--- config.mk ---
export PLATFORM = sky130hd
export DESIGN_NAME = dcache_mem_arbiter
export DESIGN_NICKNAME = d
export VERILOG_FILES = /design/src/rtl/dcache_mem_arbiter.sv
export SDC_FILE = /design/constraint.sdc
export NUM_CORES = 1
export LEC_CHECK = 0
export CAP_MARGIN = 20
export CORE_UTILIZATION = 55
export DETAILED_ROUTE_END_ITERATION = 10
export DONT_BUFFER_PORTS = 1
export GPL_ROUTABILITY_DRIVEN = 0
export PLACE_DENSITY = 0.7
export SETUP_SLACK_MARGIN = 0.1
export SKIP_LAST_GASP = 1
export SLEW_MARGIN = 15
export SYNTH_ARGS = -nofsm -noshare
export SYNTH_HDL_FRONTEND = slang
export SYNTH_SLANG_ARGS = --single-unit
--- constraint.sdc ---
create_clock -name clk -period 3.92 [get_ports clk]
set_input_delay 0.784 -clock clk [delete_from_list [all_inputs] [get_ports clk]]
set_output_delay 0.784 -clock clk [all_outputs]
set_load 0.005 [all_outputs]
--- src/rtl/dcache_mem_arbiter.sv ---
// Round-robin arbiter sharing one memory-controller channel between several
// dcache miss/writeback ports; one transaction in flight at a time.
module dcache_mem_arbiter #(
    parameter int ADDR_BITS      = 8,
    parameter int DATA_BITS      = 8,
    parameter int NUM_REQUESTERS = 4,
    parameter int ID_BITS        = $clog2(NUM_REQUESTERS)
) (
    input  logic                      clk,
    input  logic                      reset,
    input  logic [NUM_REQUESTERS-1:0] req_read_valid,
    input  logic [ADDR_BITS-1:0]      req_read_address [NUM_REQUESTERS],
    output logic [NUM_REQUESTERS-1:0] req_read_ready,
    output logic [DATA_BITS-1:0]      req_read_data [NUM_REQUESTERS],
    input  logic [NUM_REQUESTERS-1:0] req_write_valid,
    input  logic [ADDR_BITS-1:0]      req_write_address [NUM_REQUESTERS],
    input  logic [DATA_BITS-1:0]      req_write_data [NUM_REQUESTERS],
    output logic [NUM_REQUESTERS-1:0] req_write_ready,
    output logic                      mem_read_valid,
    output logic [ADDR_BITS-1:0]      mem_read_address,
    input  logic                      mem_read_ready,
    input  logic [DATA_BITS-1:0]      mem_read_data,
    output logic                      mem_write_valid,
    output logic [ADDR_BITS-1:0]      mem_write_address,
    output logic [DATA_BITS-1:0]      mem_write_data,
    input  logic                      mem_write_ready,
    output logic                      busy,
    output logic [ID_BITS-1:0]        grant_id
);

    typedef enum logic [2:0] {
        IDLE, READ_WAITING, WRITE_WAITING, READ_RELEASE, WRITE_RELEASE
    } state_t;

    state_t               state, next_state;
    logic [ID_BITS-1:0]   rr_ptr;
    logic [ADDR_BITS-1:0] addr_q;
    logic [DATA_BITS-1:0] wdata_q;
    logic                 pick_found, pick_read;
    logic [ID_BITS-1:0]   pick_id;

    function automatic logic [ID_BITS-1:0] wrap_id(input int v);
        return ID_BITS'(v % NUM_REQUESTERS);
    endfunction

    // First requester at or after rr_ptr with any request; read beats write on the same port.
    always_comb begin
        pick_found = 1'b0;
        pick_id    = '0;
        pick_read  = 1'b0;
        for (int k = 0; k < NUM_REQUESTERS; k++) begin
            if (!pick_found && (req_read_valid[wrap_id(int'(rr_ptr) + k)] ||
                                req_write_valid[wrap_id(int'(rr_ptr) + k)])) begin
                pick_found = 1'b1;
                pick_id    = wrap_id(int'(rr_ptr) + k);
                pick_read  = req_read_valid[pick_id];
            end
        end
    end

    always_ff @(posedge clk or posedge reset) begin
        if (reset) state <= IDLE;
        else       state <= next_state;
    end

    always_comb begin
        next_state = state;
        case (state)
            IDLE:          if (pick_found) next_state = pick_read ? READ_WAITING : WRITE_WAITING;
            READ_WAITING:  if (mem_read_ready) next_state = READ_RELEASE;
            WRITE_WAITING: if (mem_write_ready) next_state = WRITE_RELEASE;
            READ_RELEASE:  if (!req_read_valid[grant_id]) next_state = IDLE;
            WRITE_RELEASE: if (!req_write_valid[grant_id]) next_state = IDLE;
            default:       next_state = IDLE;
        endcase
    end

    always_comb begin
        req_read_ready  = '0;
        req_write_ready = '0;
        if (state == READ_RELEASE)  req_read_ready[grant_id]  = 1'b1;
        if (state == WRITE_RELEASE) req_write_ready[grant_id] = 1'b1;
    end

    assign busy              = (state != IDLE);
    assign mem_read_valid    = (state == READ_WAITING);
    assign mem_write_valid   = (state == WRITE_WAITING);
    assign mem_read_address  = addr_q;
    assign mem_write_address = addr_q;
    assign mem_write_data    = wdata_q;

    // Request fields are captured at grant so later requester changes cannot disturb memory.
    always_ff @(posedge clk or posedge reset) begin
        if (reset) begin
            rr_ptr   <= '0;
            grant_id <= '0;
            addr_q   <= '0;
            wdata_q  <= '0;
            for (int i = 0; i < NUM_REQUESTERS; i++) req_read_data[i] <= '0;
        end else begin
            if (state == IDLE && pick_found) begin
                grant_id <= pick_id;
                addr_q   <= pick_read ? req_read_address[pick_id] : req_write_address[pick_id];
                if (!pick_read) wdata_q <= req_write_data[pick_id];
            end
            if (state == READ_WAITING && mem_read_ready)
                req_read_data[grant_id] <= mem_read_data;
            if ((state == READ_RELEASE || state == WRITE_RELEASE) && next_state == IDLE)
                rr_ptr <= wrap_id(int'(grant_id) + 1);
        end
    end

endmodule

==> results of run 1 <==
flip-flops by register name, indices dropped and copies added, names as in the netlist:
register	cells
state	3
req_read_data	32
rr_ptr	2
mem_write_data	8
grant_id	2
mem_read_address	8
worst max-delay path by stage:
stage	endpoint	slack, ns	cells after the start
2_1_floorplan	mem_read_address[7]	0.82	9
3_3_place_gp	mem_read_address[0]	0.62	7
3_5_place_dp	mem_write_data[4]	0.59	6
4_1_cts	mem_read_address[0]	0.62	7
6_report	mem_read_address[2]	0.61	7
5_1_grt	mem_read_address[3]	0.45	7
where the power goes:
part	switching [uW]	total, uW	internal (uW)
combinational	1110	2020	911
clock	207	342	135
sequential	325	1180	851
total	1640	3540	1900
cell usage in the layout, fill, tap and decap left out, drive strengths merged, types with 3 or more instances in the layout:
| cell | count |
|---|---|
| mux4 | 6 |
| nand3 | 23 |
| nor2 | 22 |
| mux2 | 36 |
| nand4 | 7 |
| nor3b | 6 |
| a211oi | 3 |
| o221ai | 16 |
| or2 | 3 |
| nand2 | 24 |
| o31ai | 9 |
| a31oi | 3 |
| a22oi | 3 |
| a21oi | 5 |
| inv | 9 |
| o21ai | 22 |
| a21o | 20 |
| dfrtp | 55 |
| mux2i | 33 |
| nor3 | 11 |
| ha | 4 |
| and2 | 9 |
| or3 | 3 |
| a32oi | 7 |
| a221o | 12 |
| clkbuf | 5 |
| buf | 10 |
| nand2b | 5 |
| a31o | 7 |
| a211o | 4 |
per-layer routing:
layer	share of wire, %	vias up	GRT usage, %
met5	0	-	0
met4	1.9	0	8.65
met3	9.5	24	7.46
met2	50	209	47.3
met1	38	1738	36.7
li1	-	1583	-
final cells by class:
type	count	area, sq um	area share, %
multi-input cells	320	2510	59.5
clock buffers	5	68.8	1.63
inverters	8	30.0	0.712
clock inverters	3	33.8	0.800
well taps	99	124	2.94
flip-flops and latches	55	1380	32.6
repair buffers	10	75.1	1.78
cells by family after synthesis:
kind of cell             Yosys count  share of synthesized area (%)
AND/OR/NAND/NOR                  116                           14.4
buffers and inverters             45                           5.77
AO/OA/AOI/OAI                    125                           24.0
flip-flops                        55                           33.4
adder cells (fa/ha/maj)            4                           1.21
multiplexers                      75                           21.2
worst reg2reg max path, stage by stage, from the launching register on:
cell and delay [ns]:
dfrtp_1 0.66, mux4_2 0.62, or2_1 0.33, a311oi_4 0.52
a2bb2oi_2 0.30, or2_1 0.50, a21o_1 0.17, nand4_1 0.08
stage by stage:
stage               std cells  utilization, %
floorplan                 420               -
global placement          492            56.7
detailed placement        492            56.7
CTS                       500            58.1
global route              500            58.2
finish                    500            58.2
==> flow_summary.ini, run 1 <==
[logic_synthesis]
ys_seq_elements = 55
synthCells = 420
syn_nets = 540
synth_area_leader_cell = dfrtp_1
synth-main-ff-cell = dfrtp_1
ys_warn_count = 0
synth_cell_types = 57
syn_area_sq_mm = 0.00412
synth_top_area_share_pct = 33.4
synth-edff-count = 0
synth_most_common_cell = dfrtp_1
yosys-top-cells-area = dfrtp_1 33%, mux2_2 9.6%, mux2i_1 7.8%
yosysSeqAreaShare_pct = 33.4
synth_area_per_cell_sq_um = 9.81
synthTopCellsByCount = 55 x dfrtp_1, 35 x mux2_2, 32 x mux2i_1
synthArstFlopShare_pct = 100

[route]
totalWireLength_mm = 11.3
wire_per_inst_microns = 22.7
drt-pass1-iter-count = 5
drc = 0
initialDrtViolationCount = 344
drtAntennaViolNets = 0
dr_total_vias = 3554
vias_per_cell = 7.11

[die]
fp.dieH_microns = 88.6
io_pins = 185
core_area_sq_mm = 0.00725
die_area_sq_mm = 0.00784
die_width_microns = 88.6
rows = 31
start_util_pct = 56.8

[timing]
worst_hold_slack_ns = 0.406
worst_slew_pin_slew_ns = 0.752
fmax_ghz = 0.302
tns_ns = 0
setup_ws_ns = 0.613
hold_viol = 0
period_share_pct = 84.4
skew_ns = 0.00817
slew_viol_final = 0
rsz0062_at_grt = false
setup_violations = 0
fin_crit_ns = 3.31
relSlewSlack_pct = 49.6

[worst_setup_path]
cp.arrival_ns = 3.50
cpMostUsedCell = or2_1
crit_start = rr_ptr[1]
crit_chain = mux4_2, or2_1, a311oi_4, a2bb2oi_2, or2_1, a21o_1, nand4_1
reg2reg_to = mem_read_address[2]
path_class = flip-flop to flip-flop
r2r_start = rr_ptr[1]
crit_family = compound AO/OA/AOI/OAI gates
rrSetupSlack_ns = 0.61
crit_fanout = 15
slowest_stage = dfrtp_1
crit_path_start_kind = flip-flop
cp.required_ns = 4.11
rr_worst_depth = 7
worst-path-buf-inv = 0
cp-end-kind = flip-flop
max_stage_delay_ns = 0.66

[grt]
first_global_vias = 3322
grt_first_pass_wirelength_mm = 17.1
grt_max_degree = 38
antenna_found_initial = 0
grt_usage_pct = 28.6
grt_overflow_total = 0

[power]
power_uw = 3540
leakage_uw = 0.00173
power_density_mw_per_mm2 = 838
irDropWorstVdd_v = 0.000468

[cts]
h-tree-depth = 2
postCtsHoldBufs = 0
clockBufferDepth = 2
cts.sinks = 55
cts_tree = done
clkLatencyLatePin_ns = 0.31
post-cts-setup-buffer-count = 0
cts-buffers-inserted = 5
path_clk_slew_ns = 0.11
cts_resized = 0
cts_root_buf = clkbuf_8

[placement]
dp_hpwl_mm = 8.51
io_buffers = 0
postPlaceCellArea_sq_mm = 0.00411
place_ws_ns = 0.592

[final_layout]
area_growth_syn_to_layout_pct = 2.40
nFillCells = 637
fin_area_sq_mm = 0.00422
drive_gt1_share_pct = 20.2
insertedDiodeCount = 0
final_nets = 520

[status]
outcome = completed

[hold_path]
hold_path_class = input port to async pin

[flow_run]
drv_cap = 0
Power figures use the tool's default switching activity.
==> run 2: changes to the inputs <==
clock period = 3.2 ns   (was 3.92 ns; I/O delays follow)
==> run 2 against run 1 <==
Clock power is 23% higher. Sequential power increased by 20%. Clock skew decreased by 0.0026 ns. Sequential cell count did not move. Count of clock-buffer cells in the layout stayed put. Via count is 0.62% lower. Cell area rose by 2.5%. Largest power group unchanged.
==> flow_summary.ini, run 2 (same netlist as run 1, synthesis figures left out) <==
[final_layout]
final_common_cell = dfrtp_1
final_nets = 533
regArea_sq_mm = 0.00138
final_core_util_pct = 59.7
top_register = req_read_data
drive_gt1_share_pct = 22.9
nFillCells = 643
area_growth_syn_to_layout_pct = 4.98
multiInputGateArea_sq_mm = 0.00252
final_cell_mix = 54 x dfrtp_1, 35 x mux2_2, 32 x mux2i_1
largest_reg_flops = 32
insertedDiodeCount = 0

[worst_setup_path]
cp.arrival_ns = 3.08
max_stage_delay_ns = 0.60
path_class = flip-flop to flip-flop
cp-end-kind = flip-flop
crit_path_start_kind = flip-flop
crit_chain = or3_1, a31oi_2, a31oi_1, o21ai_2, a21oi_1, buf_4, a32oi_1, nand4_1
cp.required_ns = 3.39
crit_start = rr_ptr[0]
slowest_stage = dfrtp_4
r2r_start = rr_ptr[0]
crit_fanout = 19

[timing]
rsz0062_at_grt = false
skew_ns = 0.00556
period_share_pct = 90.3
setup_violations = 0
fmax_ghz = 0.346
hold_viol = 0
slew_viol_final = 0
relSlewSlack_pct = 54.7
fin_crit_ns = 2.89
worst_slew_pin_slew_ns = 0.680
setup_ws_ns = 0.311
tns_ns = 0

[cts]
cts_root_buf = clkbuf_8
h-tree-depth = 2
clkLatencyLatePin_ns = 0.31
cts.sinks = 55
postCtsHoldBufs = 0
cts_tree = done
cts-buffers-inserted = 5
post-cts-setup-buffer-count = 0
clockBufferDepth = 2
path_clk_slew_ns = 0.11

[route]
drc = 0
dr_total_vias = 3532
vias_per_cell = 6.88
initialDrtViolationCount = 190
drtAntennaViolNets = 0
drt-pass1-iter-count = 5
totalWireLength_mm = 11.7
wire_per_inst_microns = 22.8

[power]
leakage_uw = 0.00180
irDropWorstVdd_v = 0.000561
power_density_mw_per_mm2 = 1030

[grt]
use_met1_pct = 37.0
grt_overflow_total = 0
met2_usage_pct = 48.0
grt_max_degree = 38
grt_usage_pct = 29.0
busiest_layer = met2
first_global_vias = 3377
use_met3_pct = 8.02
grt_first_pass_wirelength_mm = 17.2
antenna_found_initial = 0

[hold_path]
hold_path_class = input port to async pin

[die]
io_pins = 185
rows = 31
fp.dieH_microns = 88.6
die_width_microns = 88.6
die_area_sq_mm = 0.00784
start_util_pct = 56.8
core_area_sq_mm = 0.00725

[placement]
io_buffers = 0
place_ws_ns = 0.147
dp_hpwl_mm = 8.77

[flow_run]
drv_cap = 0

[status]
outcome = completed
## run 2: metrics by stage
| stage | area, sq um | power (uW) | cells | hold WS, ns |
|---|---|---|---|---|
| finish | 4330 | 4460 | 513 | 0.171 |
| detailed placement | 4210 | 4030 | 505 | 0.505 |
| CTS | 4310 | 4460 | 513 | 0.179 |
| global route | 4330 | 4790 | 513 | 0.184 |
| global placement | 4210 | 3930 | 505 | 0.500 |
| floorplan | 4120 | 3450 | 420 | 0.480 |
## run 2: worst max-delay path: cells and delay by family, from the launching register on
| family | cells | cell delay [ns] |
|---|---|---|
| AND/OR/NAND/NOR | 2 | 0.55 |
| buffers and inverters | 1 | 0.19 |
| flip-flops | 1 | 0.60 |
| AO/OA/AOI/OAI | 5 | 1.43 |
## run 2: routing by layer
| metal | share of wire, % | vias to the layer above |
|---|---|---|
| met5 | 0 | - |
| met4 | 1.5 | 0 |
| met3 | 10 | 18 |
| met2 | 50 | 187 |
| met1 | 39 | 1719 |
| li1 | - | 1608 |
## run 2: where the power goes
group / leakage (uW) / total, uW / switching [uW] / internal [uW]
Sequential: 0.000675 / 1420 / 375 / 1050
Clock: 0.0000515 / 419 / 254 / 165
Combinational: 0.00107 / 2620 / 1420 / 1200
Total: 0.00180 / 4460 / 2050 / 2420
## run 2: final timing paths
| kind | cells after the start | slack [ns] | to |
|---|---|---|---|
| min reg2reg | 2 | 0.53 | mem_write_data[0] |
| min in group clk | 1 | 0.46 | state[2] |
| max reg2reg | 8 | 0.31 | mem_read_address[0] |
| max in group asynchronous | 2 | 2.38 | req_read_data[23] |
| min | 1 | 0.17 | mem_write_data[7] |
| max | 8 | 0.31 | mem_read_address[0] |
## run 2: what timing repair did
item,in CTS,in global routing
setup endpoints to repair,0,16
resized for setup,0,4
endpoints found under the hold margin,0,0
## run 2: area by class of cell
type	instances	area share, %
multi-input combinational	320	58.2
timing repair buffer	23	3.99
inverter	8	0.694
tap	99	2.86
sequential	55	31.9
clock inverter	3	0.781
clock buffer	5	1.59
==> run 3: changes to the inputs <==
CORE_ASPECT_RATIO = 0.5   (was default)
==> run 3 against run 2 <==
Clock skew decreased by 0.0016 ns. Clock power rose by 32%. Count of clock-buffer cells in the layout is 1 higher. Global-route usage grew 0.90 points. First-iteration DRC count is 70% higher. Sequential cell count did not move. Final cell count shrank 1.9%. Sequential share of layout area about the same. Sequential power about the same. Worst setup slack worse by 0.062 ns. Largest cell class unchanged. Highest routed layer unchanged.
==> flow_summary.ini, run 3 (same netlist as run 1, synthesis figures left out) <==
[final_layout]
top_register = req_read_data
nFillCells = 574
regArea_sq_mm = 0.00138
multiInputGateArea_sq_mm = 0.00251
drive_gt1_share_pct = 21.9
final_nets = 530
final_common_cell = dfrtp_1
area_growth_syn_to_layout_pct = 5.13
insertedDiodeCount = 0
largest_reg_flops = 32
final_cell_mix = 54 x dfrtp_1, 35 x mux2_2, 32 x mux2i_1
instances_no_fill = 503

[grt]
antenna_found_initial = 0
grt_max_degree = 38
grt_usage_pct = 29.9
grt_overflow_total = 0
first_global_vias = 3522
grt_first_pass_wirelength_mm = 18.6

[timing]
hold_viol = 0
period_share_pct = 92.2
skew_ns = 0.00398
slew_viol_final = 0
worst_hold_slack_ns = 0.268
setup_ws_ns = 0.249
tns_ns = 0
rsz0062_at_grt = false
setup_violations = 0
fmax_ghz = 0.339
fin_crit_ns = 2.95
worst_slew_pin_slew_ns = 0.719
relSlewSlack_pct = 52.1

[cts]
clkLatencyLatePin_ns = 0.30
post-cts-setup-buffer-count = 0
h-tree-depth = 2
cts_tree = done
postCtsHoldBufs = 0
cts_resized = 0
cts-buffers-inserted = 5
cts.sinks = 55
cts_root_buf = clkbuf_16
clockBufferDepth = 2
path_clk_slew_ns = 0.07

[placement]
place_ws_ns = 0.250
io_buffers = 0
placed_cells = 495
dp_hpwl_mm = 8.89

[worst_setup_path]
crit_fanout = 19
endpoint = mem_read_address[7]
reg2reg_to = mem_read_address[7]
cpMostUsedCell = a22oi_1
rr_worst_depth = 7
crit_start = rr_ptr[0]
cp-end-kind = flip-flop
crit_path_start_kind = flip-flop
path_class = flip-flop to flip-flop
max_stage_delay_ns = 0.56
cp.depth = 7
worst-path-buf-inv = 0
crit_chain = nor3b_1, a22oi_1, mux2i_2, mux2i_1, a22oi_1, mux2_2, a211o_1
rrSetupSlack_ns = 0.25
crit_family = multiplexers
slowest_stage = dfrtp_4
cp.required_ns = 3.38
r2r_start = rr_ptr[0]
cp.arrival_ns = 3.13

[power]
leakage_uw = 0.00180
irDropWorstVdd_v = 0.000450
power_density_mw_per_mm2 = 1060
power_uw = 4590

[route]
dr_total_vias = 3576
drtAntennaViolNets = 0
initialDrtViolationCount = 323
wire_per_inst_microns = 23.3
drc = 0
totalWireLength_mm = 11.7
vias_per_cell = 7.11
drt-pass1-iter-count = 5

[status]
outcome = completed

[flow_run]
drv_cap = 0

[hold_path]
hold_path_class = input port to async pin

[die]
die_area_sq_mm = 0.00786
die_width_microns = 124
start_util_pct = 59.2
fp.dieH_microns = 63.2
io_pins = 185
core_area_sq_mm = 0.00696
rows = 21
run 3: layout make-up:
class | count | area share [%]
Inverter | 8 | 0.693
Sequential cell | 55 | 31.9
Clock buffer | 6 | 2.97
Timing Repair Buffer | 20 | 3.47
Clock inverter | 2 | 0.375
Tap cell | 92 | 2.66
Multi-Input combinational cell | 320 | 58.0
run 3: report_power, final:
group	total [uW]	switching, uW	internal, uW	leakage [uW]
Combinational	2600	1400	1190	0.00105
Sequential	1440	391	1050	0.000675
Clock	551	257	294	0.0000675
run 3: worst reg2reg max path, delay by kind of cell, from the launching register on:
kind / cells / cell delay [ns]
flip-flops: 1 / 0.56
multiplexers: 3 / 1.08
AO/OA/AOI/OAI: 3 / 0.72
AND/OR/NAND/NOR: 1 / 0.46
run 3: metal layers:
layer	vias to the layer above	wire, microns	track usage (%)
met5	-	0	0
met4	0	227	9.19
met3	20	1210	10.3
met2	197	5720	49.7
met1	1755	4560	36.7
li1	1604	-	-
run 3: worst min path at each step:
| stage | from | endpoint | slack (ns) |
|---|---|---|---|
| global placement | mem_write_data[6] | mem_write_data[6] | 0.51 |
| global route | reset | req_read_data[3] | 0.32 |
| detailed placement | mem_write_data[2] | mem_write_data[2] | 0.52 |
| floorplan | mem_write_data[0] | mem_write_data[0] | 0.48 |
| finish | reset | req_read_data[13] | 0.27 |
| CTS | reset | req_read_data[13] | 0.28 |
run 3: stage by stage:
| step | utilization, % | cell area (sq um) |
|---|---|---|
| floorplan | - | 4120 |
| finish | 62.2 | 4330 |
| detailed placement | 60.0 | 4180 |
| global placement | 60.0 | 4180 |
| CTS | 62.1 | 4330 |
| global route | 62.2 | 4330 |
